File: src/rtl/qed_dup_buffer_if.sv
// qed_dup_buffer_if
//   Bundles the fetch-side control/instruction signals and the core-side
//   outputs of qed_dup_buffer.
//   master : fetch/rewrite logic (drives ena, exec_dup, stall, instructions)
//   slave  : qed_dup_buffer (drives qed_ifu_instruction, qed_vld_out, status)
interface qed_dup_buffer_if #(
    parameter int ADDR_W = 4
);
    logic              ena;
    logic              exec_dup;
    logic              stall;
    logic [31:0]       ifu_qed_instruction;
    logic [31:0]       qed_dup_instruction;
    logic              is_supported;
    logic [31:0]       qed_ifu_instruction;
    logic              qed_vld_out;
    logic [ADDR_W:0]   count;
    logic              full;
    logic              empty;
    logic              overflow;

    modport master (
        output ena, exec_dup, stall, ifu_qed_instruction, qed_dup_instruction, is_supported,
        input  qed_ifu_instruction, qed_vld_out, count, full, empty, overflow
    );

    modport slave (
        input  ena, exec_dup, stall, ifu_qed_instruction, qed_dup_instruction, is_supported,
        output qed_ifu_instruction, qed_vld_out, count, full, empty, overflow
    );
endinterface

File: src/rtl/qed_dup_buffer.sv
// qed_dup_buffer
//   Duplicate-instruction queue for the SQED fetch path. In original mode the
//   fetched instruction is forwarded and its register-remapped duplicate is
//   queued (unsupported instructions become a NOP). In duplicate mode the
//   queued duplicates are replayed in program order.
// Ports:
//   clk   : clock, rising edge
//   reset : asynchronous, active-high
//   bus   : qed_dup_buffer_if.slave
//           in : ena, exec_dup, stall, ifu_qed_instruction,
//                qed_dup_instruction, is_supported
//           out: qed_ifu_instruction (registered), qed_vld_out, count,
//                full, empty, overflow (sticky)
module qed_dup_buffer #(
    parameter int DEPTH  = 16,
    parameter int ADDR_W = 4
) (
    input  logic              clk,
    input  logic              reset,
    qed_dup_buffer_if.slave   bus
);
    localparam logic [31:0]     NOP     = 32'h0000_0013;
    localparam logic [ADDR_W:0] DEPTH_C = (ADDR_W + 1)'(DEPTH);

    logic [31:0]       mem_q [DEPTH];
    logic [ADDR_W-1:0] head_q, head_d;
    logic [ADDR_W-1:0] tail_q, tail_d;
    logic [ADDR_W:0]   count_q, count_d;
    logic [31:0]       instr_q, instr_d;
    logic              vld_q, vld_d;
    logic              ovf_q, ovf_d;
    logic              push;
    logic              full_w, empty_w;

    // Occupancy is kept separately from the pointers so that head == tail
    // is never ambiguous between full and empty.
    assign full_w  = (count_q == DEPTH_C);
    assign empty_w = (count_q == '0);

    always_comb begin
        head_d  = head_q;
        tail_d  = tail_q;
        count_d = count_q;
        instr_d = instr_q;
        vld_d   = vld_q;
        ovf_d   = ovf_q;
        push    = 1'b0;
        if (!bus.stall) begin
            if (!bus.ena) begin
                // Pass-through also flushes the queue.
                instr_d = bus.ifu_qed_instruction;
                vld_d   = 1'b1;
                head_d  = '0;
                tail_d  = '0;
                count_d = '0;
            end else if (!bus.exec_dup) begin
                if (!bus.is_supported) begin
                    instr_d = NOP;
                    vld_d   = 1'b1;
                end else if (full_w) begin
                    // Cannot record the duplicate: drop the original too and
                    // flag the loss.
                    instr_d = NOP;
                    vld_d   = 1'b0;
                    ovf_d   = 1'b1;
                end else begin
                    instr_d = bus.ifu_qed_instruction;
                    vld_d   = 1'b1;
                    push    = 1'b1;
                    tail_d  = tail_q + ADDR_W'(1);
                    count_d = count_q + (ADDR_W + 1)'(1);
                end
            end else begin
                if (empty_w) begin
                    instr_d = NOP;
                    vld_d   = 1'b0;
                end else begin
                    instr_d = mem_q[head_q];
                    vld_d   = 1'b1;
                    head_d  = head_q + ADDR_W'(1);
                    count_d = count_q - (ADDR_W + 1)'(1);
                end
            end
        end
    end

    // Storage carries no reset; stale entries are unreachable once count is 0.
    always_ff @(posedge clk) begin
        if (push) mem_q[tail_q] <= bus.qed_dup_instruction;
    end

    always_ff @(posedge clk or posedge reset) begin
        if (reset) begin
            head_q  <= '0;
            tail_q  <= '0;
            count_q <= '0;
            instr_q <= NOP;
            vld_q   <= 1'b0;
            ovf_q   <= 1'b0;
        end else begin
            head_q  <= head_d;
            tail_q  <= tail_d;
            count_q <= count_d;
            instr_q <= instr_d;
            vld_q   <= vld_d;
            ovf_q   <= ovf_d;
        end
    end

    assign bus.qed_ifu_instruction = instr_q;
    assign bus.qed_vld_out         = vld_q;
    assign bus.count               = count_q;
    assign bus.full                = full_w;
    assign bus.empty               = empty_w;
    assign bus.overflow            = ovf_q;
endmodule
File: src/flat_wrapper.sv
// flat-port wrapper written by rule: the top's interface ports become plain ports
module qed_dup_buffer_flat 
#(
    parameter int DEPTH  = 16,
    parameter int ADDR_W = 4
)
  (clk, reset, bus_ena, bus_exec_dup, bus_stall, bus_ifu_qed_instruction, bus_qed_dup_instruction, bus_is_supported, bus_qed_ifu_instruction, bus_qed_vld_out, bus_count, bus_full, bus_empty, bus_overflow);
  qed_dup_buffer_if #(.ADDR_W(ADDR_W)) bus_i ();
  input  logic clk;
  input  logic reset;
  input wire logic [$bits(bus_i.ena)-1:0] bus_ena;
  input wire logic [$bits(bus_i.exec_dup)-1:0] bus_exec_dup;
  input wire logic [$bits(bus_i.stall)-1:0] bus_stall;
  input wire logic [$bits(bus_i.ifu_qed_instruction)-1:0] bus_ifu_qed_instruction;
  input wire logic [$bits(bus_i.qed_dup_instruction)-1:0] bus_qed_dup_instruction;
  input wire logic [$bits(bus_i.is_supported)-1:0] bus_is_supported;
  output wire logic [$bits(bus_i.qed_ifu_instruction)-1:0] bus_qed_ifu_instruction;
  output wire logic [$bits(bus_i.qed_vld_out)-1:0] bus_qed_vld_out;
  output wire logic [$bits(bus_i.count)-1:0] bus_count;
  output wire logic [$bits(bus_i.full)-1:0] bus_full;
  output wire logic [$bits(bus_i.empty)-1:0] bus_empty;
  output wire logic [$bits(bus_i.overflow)-1:0] bus_overflow;
  assign bus_i.ena = bus_ena;
  assign bus_i.exec_dup = bus_exec_dup;
  assign bus_i.stall = bus_stall;
  assign bus_i.ifu_qed_instruction = bus_ifu_qed_instruction;
  assign bus_i.qed_dup_instruction = bus_qed_dup_instruction;
  assign bus_i.is_supported = bus_is_supported;
  assign bus_qed_ifu_instruction = bus_i.qed_ifu_instruction;
  assign bus_qed_vld_out = bus_i.qed_vld_out;
  assign bus_count = bus_i.count;
  assign bus_full = bus_i.full;
  assign bus_empty = bus_i.empty;
  assign bus_overflow = bus_i.overflow;
  qed_dup_buffer #(.DEPTH(DEPTH), .ADDR_W(ADDR_W)) u_core (.clk(clk), .reset(reset), .bus(bus_i));
endmodule
File: config.mk
export PLATFORM = sky130hd
export DESIGN_NAME = qed_dup_buffer_flat
export DESIGN_NICKNAME = d
export VERILOG_FILES = /design/src/rtl/qed_dup_buffer_if.sv /design/src/rtl/qed_dup_buffer.sv /design/src/flat_wrapper.sv
export SDC_FILE = /design/constraint.sdc
export NUM_CORES = 1
export LEC_CHECK = 0
export ABC_CLOCK_PERIOD_IN_PS = 5200
export CORE_MARGIN = 4
export CORE_UTILIZATION = 50
export CTS_CLUSTER_SIZE = 20
export DETAILED_ROUTE_END_ITERATION = 16
export PLACE_DENSITY = 0.68
export SLEW_MARGIN = 20
export SYNTH_ARGS = -nofsm -noshare
export SYNTH_HDL_FRONTEND = slang
export SYNTH_SLANG_ARGS = --single-unit
File: constraint.sdc
create_clock -name clk -period 5.2 [get_ports clk]
set_input_delay 1.56 -clock clk [delete_from_list [all_inputs] [get_ports clk]]
set_output_delay 1.56 -clock clk [all_outputs]
set_load 0.05 [all_outputs]
-- Yosys cells after proc, flatten, opt, wreduce, memory -nomap -nowiden
Memories as Yosys holds them, arrays and structs flattened.
Index checks and enable logic that the tools add are counted.
- register bits after elaboration: 47
- bits in latches: 0
- RAM bits: 512
- bits in read-only memories: 0
- logic and storage cells: 55
- memories kept: 1
- memories (name ; depth ; bits a word ; read ports ; clocked after Yosys merged registers in ; write ports ; RTL line ; text):
    u_core.mem_q ; 16 ; 32 ; 1 ; 0 ; 1 ; qed_dup_buffer.sv:25 ; logic [31:0] mem_q [DEPTH];
- add/sub/neg operators: 4
- $mul: 0
- div/mod/pow operators: 0
- $lt $le $gt $ge: 0
- eq/ne operators: 9
- shift-type cells: 0
- multiplexer cells: 28
- bitwise gates (word level): 2
- reduce and logical (&&, ||, !) cells: 5
- operators by type and width (cell ; count):
    $mux W32 ; 5
    $mux W4 ; 7
    $mux W5 ; 5
    $mux W1 ; 11
    $add A4 B1 Y4 const B ; 2
    $reduce_and A4 Y1 ; 2
    $ne A2 B2 Y1 const B ; 3
    $ne A3 B3 Y1 const B ; 2
    $add A5 B1 Y5 const B ; 1
    $eq A5 B5 Y1 const B ; 1
    $logic_not A5 Y1 ; 1
    $reduce_and A5 Y1 ; 1
    $sub A5 B1 Y5 const B ; 1
    $ne A2 B1 Y1 const B ; 2
    $ne A3 B1 Y1 const B ; 1
    $reduce_and A3 Y1 ; 1
    $not A1 Y1 ; 2

-- Depth between registers and ports, before layout
- depth after elaboration: 8
- mapped depth: 8
- gate-level depth less buffers: 7

-- Least setup slack after synthesis
OpenSTA, ideal clock, no wires.
- path kind: input port to flip-flop
- start: input port bus_is_supported
- end: memory u_core.mem_q[0][0], enable pin
- setup time: 0.501 ns
- data arrival time: 5.449 ns
- path slack: -0.750 ns
- stages: 5
- buffers on the path: 1
- cells stage by stage: nor2b_1 -> o21ai_4 -> or2_2 -> buf_4 -> nor4_1
- longest elaborated chain between the ends: 6
- RTL lines (item ; RTL line ; text):
    start, declared ; flat_wrapper.sv:16 ; input wire logic [$bits(bus_i.is_supported)-1:0] bus_is_supported;
    $mux W1 ; qed_dup_buffer.sv:57 ; if (!bus.is_supported) begin
    $mux W1 ; qed_dup_buffer.sv:56 ; end else if (!bus.exec_dup) begin
    $mux W1 ; qed_dup_buffer.sv:49 ; if (!bus.ena) begin
    $mux W1 ; qed_dup_buffer.sv:48 ; if (!bus.stall) begin
    $mux W1 ; qed_dup_buffer.sv:89 ; if (push) mem_q[tail_q] <= bus.qed_dup_instruction;
    $mux W1 (implied by the code) ; qed_dup_buffer.sv:89 ;
    end, declared ; qed_dup_buffer.sv:25 ;
Every way passes these cells.

-- Worst setup path after layout
- start: register u_core.count_q[1], in the netlist u_core.bus.count[1]
- end: output port bus_full
- longest elaborated chain between the ends: 1
- RTL lines (item ; RTL line ; text):
    start, declared ; qed_dup_buffer.sv:28 ; logic [ADDR_W:0] count_q, count_d;
    start signal, assigned ; qed_dup_buffer.sv:103 ; count_q <= count_d;
    $eq A5 B5 Y1 ; qed_dup_buffer.sv:37 ; assign full_w = (count_q == DEPTH_C);
    end, declared ; flat_wrapper.sv:20 ; output wire logic [$bits(bus_i.full)-1:0] bus_full;
Every way passes these cells.

==> impl_metrics.env <==
export IMPL_rr_worst_depth=6
export IMPL_setup_viol=0
export IMPL_via_count=11100
export IMPL_dr_wl_met3_um=3110
export IMPL_swShare_pct=27.4
export IMPL_nets=1315
export IMPL_seq_power_share_pct=45.8
export IMPL_syn_area_per_cell_um2=19.9
export IMPL_synth_seq_cells=559
export IMPL_synth_common_cells="edfxtp_1 (512), mux4_2 (96), nand2_1 (72)"
export IMPL_synth_area_leaders="edfxtp_1 (71%), mux4_2 (9.9%), dfrtp_1 (5.1%)"
export IMPL_placed_cell_area_um2=23700
export IMPL_power_density_nw_per_um2=448
export IMPL_synth_most_common_cell="edfxtp_1"
export IMPL_yosys_area_top_type="edfxtp_1"
export IMPL_setup_ws_ns=1.02
export IMPL_p_sw_mw=3.12
export IMPL_synth_compound_gate_area_share_pct=5.85
export IMPL_drc=0
export IMPL_final_core_util_pct=59.1
export IMPL_cts_resized=0
export IMPL_holdPathEnd="u_core.bus.overflow$_DFFE_PP0P_"
export IMPL_track_usage_pct=20.9
export IMPL_synthMuxAreaShare_pct=13.0
export IMPL_tightestPinTransition_ns=1.02
export IMPL_diodes=0
export IMPL_cts_tree="yes"
export IMPL_slew_viol_final=0
export IMPL_start_util_pct=50.5
export IMPL_synth_top_family_by_area="multiplexers"
export IMPL_hpwl_um=28200
export IMPL_status="finished, final reports clean"
export IMPL_design_area_um2=25400
export IMPL_synth_xor_area_share_pct=0.0805
export IMPL_synthSimpleGateAreaFrac_pct=2.45
export IMPL_synth_ff_type="edfxtp_1"
export IMPL_r2r_setup_slack_ns=2.33
export IMPL_endpoint_kind="primary output"
export IMPL_fin_skew_ns=0.0207
export IMPL_synth_fa_ha_area_share_pct=0.552
export IMPL_start_kind="flip-flop"
export IMPL_pin_count=111
export IMPL_antenna_found_initial=0
export IMPL_wl_um=48700
export IMPL_crit_arrival_ns=2.62
export IMPL_top_layer="met4"
export IMPL_leakage_nw=8.19
export IMPL_hold_slack_ns=0.476
export IMPL_die_w_um=217
export IMPL_crit_type="flip-flop to primary output"
export IMPL_netlist_area_um2=21800
export IMPL_rsz0062_at_grt="no"
export IMPL_yosys_warnings=0
export IMPL_via_per_inst=5.96
export IMPL_slowest_stage="clkdlybuf4s50_1"
export IMPL_finalPower_mw=11.4
export IMPL_cp_top_family="buffers and inverters"
export IMPL_portBuffers=110
export IMPL_cts_sinks=559
export IMPL_combPwrFrac_pct=20.2
export IMPL_drt_pass1_iter_count=5
export IMPL_h_tree_depth=2
export IMPL_grt_max_degree=49
export IMPL_cts_root_buf="clkbuf_16"
export IMPL_maxCapViolCount=0
export IMPL_fmax_mhz=239
export IMPL_synth_cell_types=51
export IMPL_critical_path_cell_chain="or4_4 > nor2_1 > clkdlybuf4s50_1"
export IMPL_area_growth_pct=16.9
export IMPL_r2r_start="u_core.head_q[1]$_DFFE_PP0P_"
export IMPL_r2r_end="u_core.bus.qed_ifu_instruction[3]$_DFFE_PP0N_"
export IMPL_final_antenna_net_count=0
export IMPL_clk_pin_slew_ns=0.07
export IMPL_hp_class="flip-flop to flip-flop"
export IMPL_min_period_ns=4.18
export IMPL_yosys_area_top_type_share_pct=70.7
export IMPL_critPathMaxFanout=6
export IMPL_grt_overflow=0
export IMPL_final_fill_count=3125
export IMPL_ir_drop_mv=0.293
export IMPL_dp_slack_ns=0.631
export IMPL_syn_nets=1173
export IMPL_synth_edf_count=512
export IMPL_fp_dieArea_um2=46900
export IMPL_die_h_um=217
export IMPL_place_gp_congestion=0.784
export IMPL_hold_depth=1
export IMPL_finalCritPeriodShare_pct=80.4
export IMPL_netlist_instances=1094
export IMPL_cts_hold_buf=0
export IMPL_post_cts_repair_setup_buffers=0
export IMPL_cp_data_required_time_ns=3.64
export IMPL_rows=76
export IMPL_grt_pass1_vias=11500
export IMPL_dr_wl_met2_um=24100
export IMPL_p_int_mw=8.26
export IMPL_clkPwrFrac_pct=34.0
export IMPL_core_area_um2=43100
export IMPL_drtIter0Drc=1097
export IMPL_cts_inserted_buffers=54
export IMPL_seq_area_frac_synth_pct=76.1
export IMPL_async_flop_share_pct=8.41
export IMPL_drt_met1_wl_um=20600
export IMPL_clock_path_buffers=3
export IMPL_drive_gt1_share_pct=20.5
export IMPL_holdCritStartpoint="u_core.bus.overflow$_DFFE_PP0P_"
export IMPL_slowest_delay_ns=0.83
export IMPL_slew_limit_headroom_pct=32.3
export IMPL_wl_per_cell_um=26.1
export IMPL_final_hold_violation_count=0
export IMPL_worst_path_buf_inv=1
export IMPL_clkLatencyLatePin_ns=0.60
export IMPL_grt_pass1_wl_um=73600
cell families after synthesis:
group | Yosys count
AO/OA/AOI/OAI | 162
XOR/XNOR | 2
adder cells (fa/ha/maj) | 9
buffers and inverters | 84
flip-flops | 559
multiplexers | 162
AND/OR/NAND/NOR | 116
through the flow:
| step | cells | TNS, ns |
|---|---|---|
| 2_1_floorplan | 1094 | -95.99 |
| 3_3_place_gp | 1765 | 0 |
| 3_5_place_dp | 1765 | 0 |
| 4_1_cts | 1865 | 0 |
| 5_1_grt | 1865 | 0 |
| 6_report | 1865 | 0 |
area by class of cell:
class / instances / area [µm²] / share of cell area [%]
multi-input combinational: 451 / 4840 / 19.0
timing repair buffer: 154 / 1490 / 5.85
inverter: 16 / 60.1 / 0.236
tap: 585 / 732 / 2.88
clock inverter: 39 / 374 / 1.47
clock buffer: 61 / 1380 / 5.42
sequential: 559 / 16600 / 65.1
power groups by stage:
stage	clock, mW	sequential [mW]	combinational (mW)
floorplan	0	5.46	1.52
global placement	0	5.30	2.31
detailed placement	0	5.31	2.32
CTS	3.94	5.21	2.33
global route	4.15	5.23	2.46
finish	3.87	5.21	2.30
layout by cell type (no fill, tap or decap), types with 5 or more instances in the layout:
cell,Yosys,routed
edfxtp_1,512,512
clkdlybuf4s50_1,0,109
mux4_2,96,96
nand2_1,72,72
mux2i_1,59,59
clkbuf_16,0,54
dfrtp_1,44,41
buf_4,8,39
a21oi_1,38,38
o221ai_1,29,29
a311oi_1,29,29
a221o_1,29,29
clkinv_2,0,15
inv_1,15,14
clkinv_1,1,12
o21ai_0,10,10
and2_2,0,8
ha_1,8,8
o22ai_1,7,7
mux2_2,7,7
clkbuf_1,29,7
bufinv_16,0,6
nor2_1,9,5
buf_12,0,5
metal layers:
| layer | up-vias | track usage [%] |
|---|---|---|
| li1 | 4823 | - |
| met1 | 5827 | 29.8 |
| met2 | 399 | 34.3 |
| met3 | 61 | 3.90 |
| met4 | 0 | 4.76 |
| met5 | - | 0 |
state kept, by name (all words and copies together) (netlist names):
register / count
u_core.bus.qed_ifu_instruction: 32
u_core.mem_q: 512
u_core.head_q: 4
u_core.bus.overflow: 1
u_core.bus.qed_vld_out: 1
u_core.tail_q: 4
u_core.bus.count: 5
worst reg2reg max path: stages (launching register included):
cell and delay, ns:
dfrtp_2 0.42, buf_4 0.41, or2_2 0.93, o221ai_1 0.28
a21oi_1 0.30, a311oi_1 0.11, a221o_1 0.31
how the worst max path moves through the flow:
stage | startpoint | depth (start not counted) | end
floorplan | bus_is_supported | 5 | u_core.mem_q[0][0]$_DFFE_PP_
global placement | bus_exec_dup | 7 | u_core.mem_q[9][29]$_DFFE_PP_
detailed placement | bus_exec_dup | 7 | u_core.mem_q[9][25]$_DFFE_PP_
CTS | u_core.bus.count[1]$_DFFE_PP0P_ | 3 | bus_full
global route | u_core.bus.count[1]$_DFFE_PP0P_ | 3 | bus_full
finish | u_core.bus.count[1]$_DFFE_PP0P_ | 3 | bus_full
No activity file was read; power rests on OpenSTA's default activity.
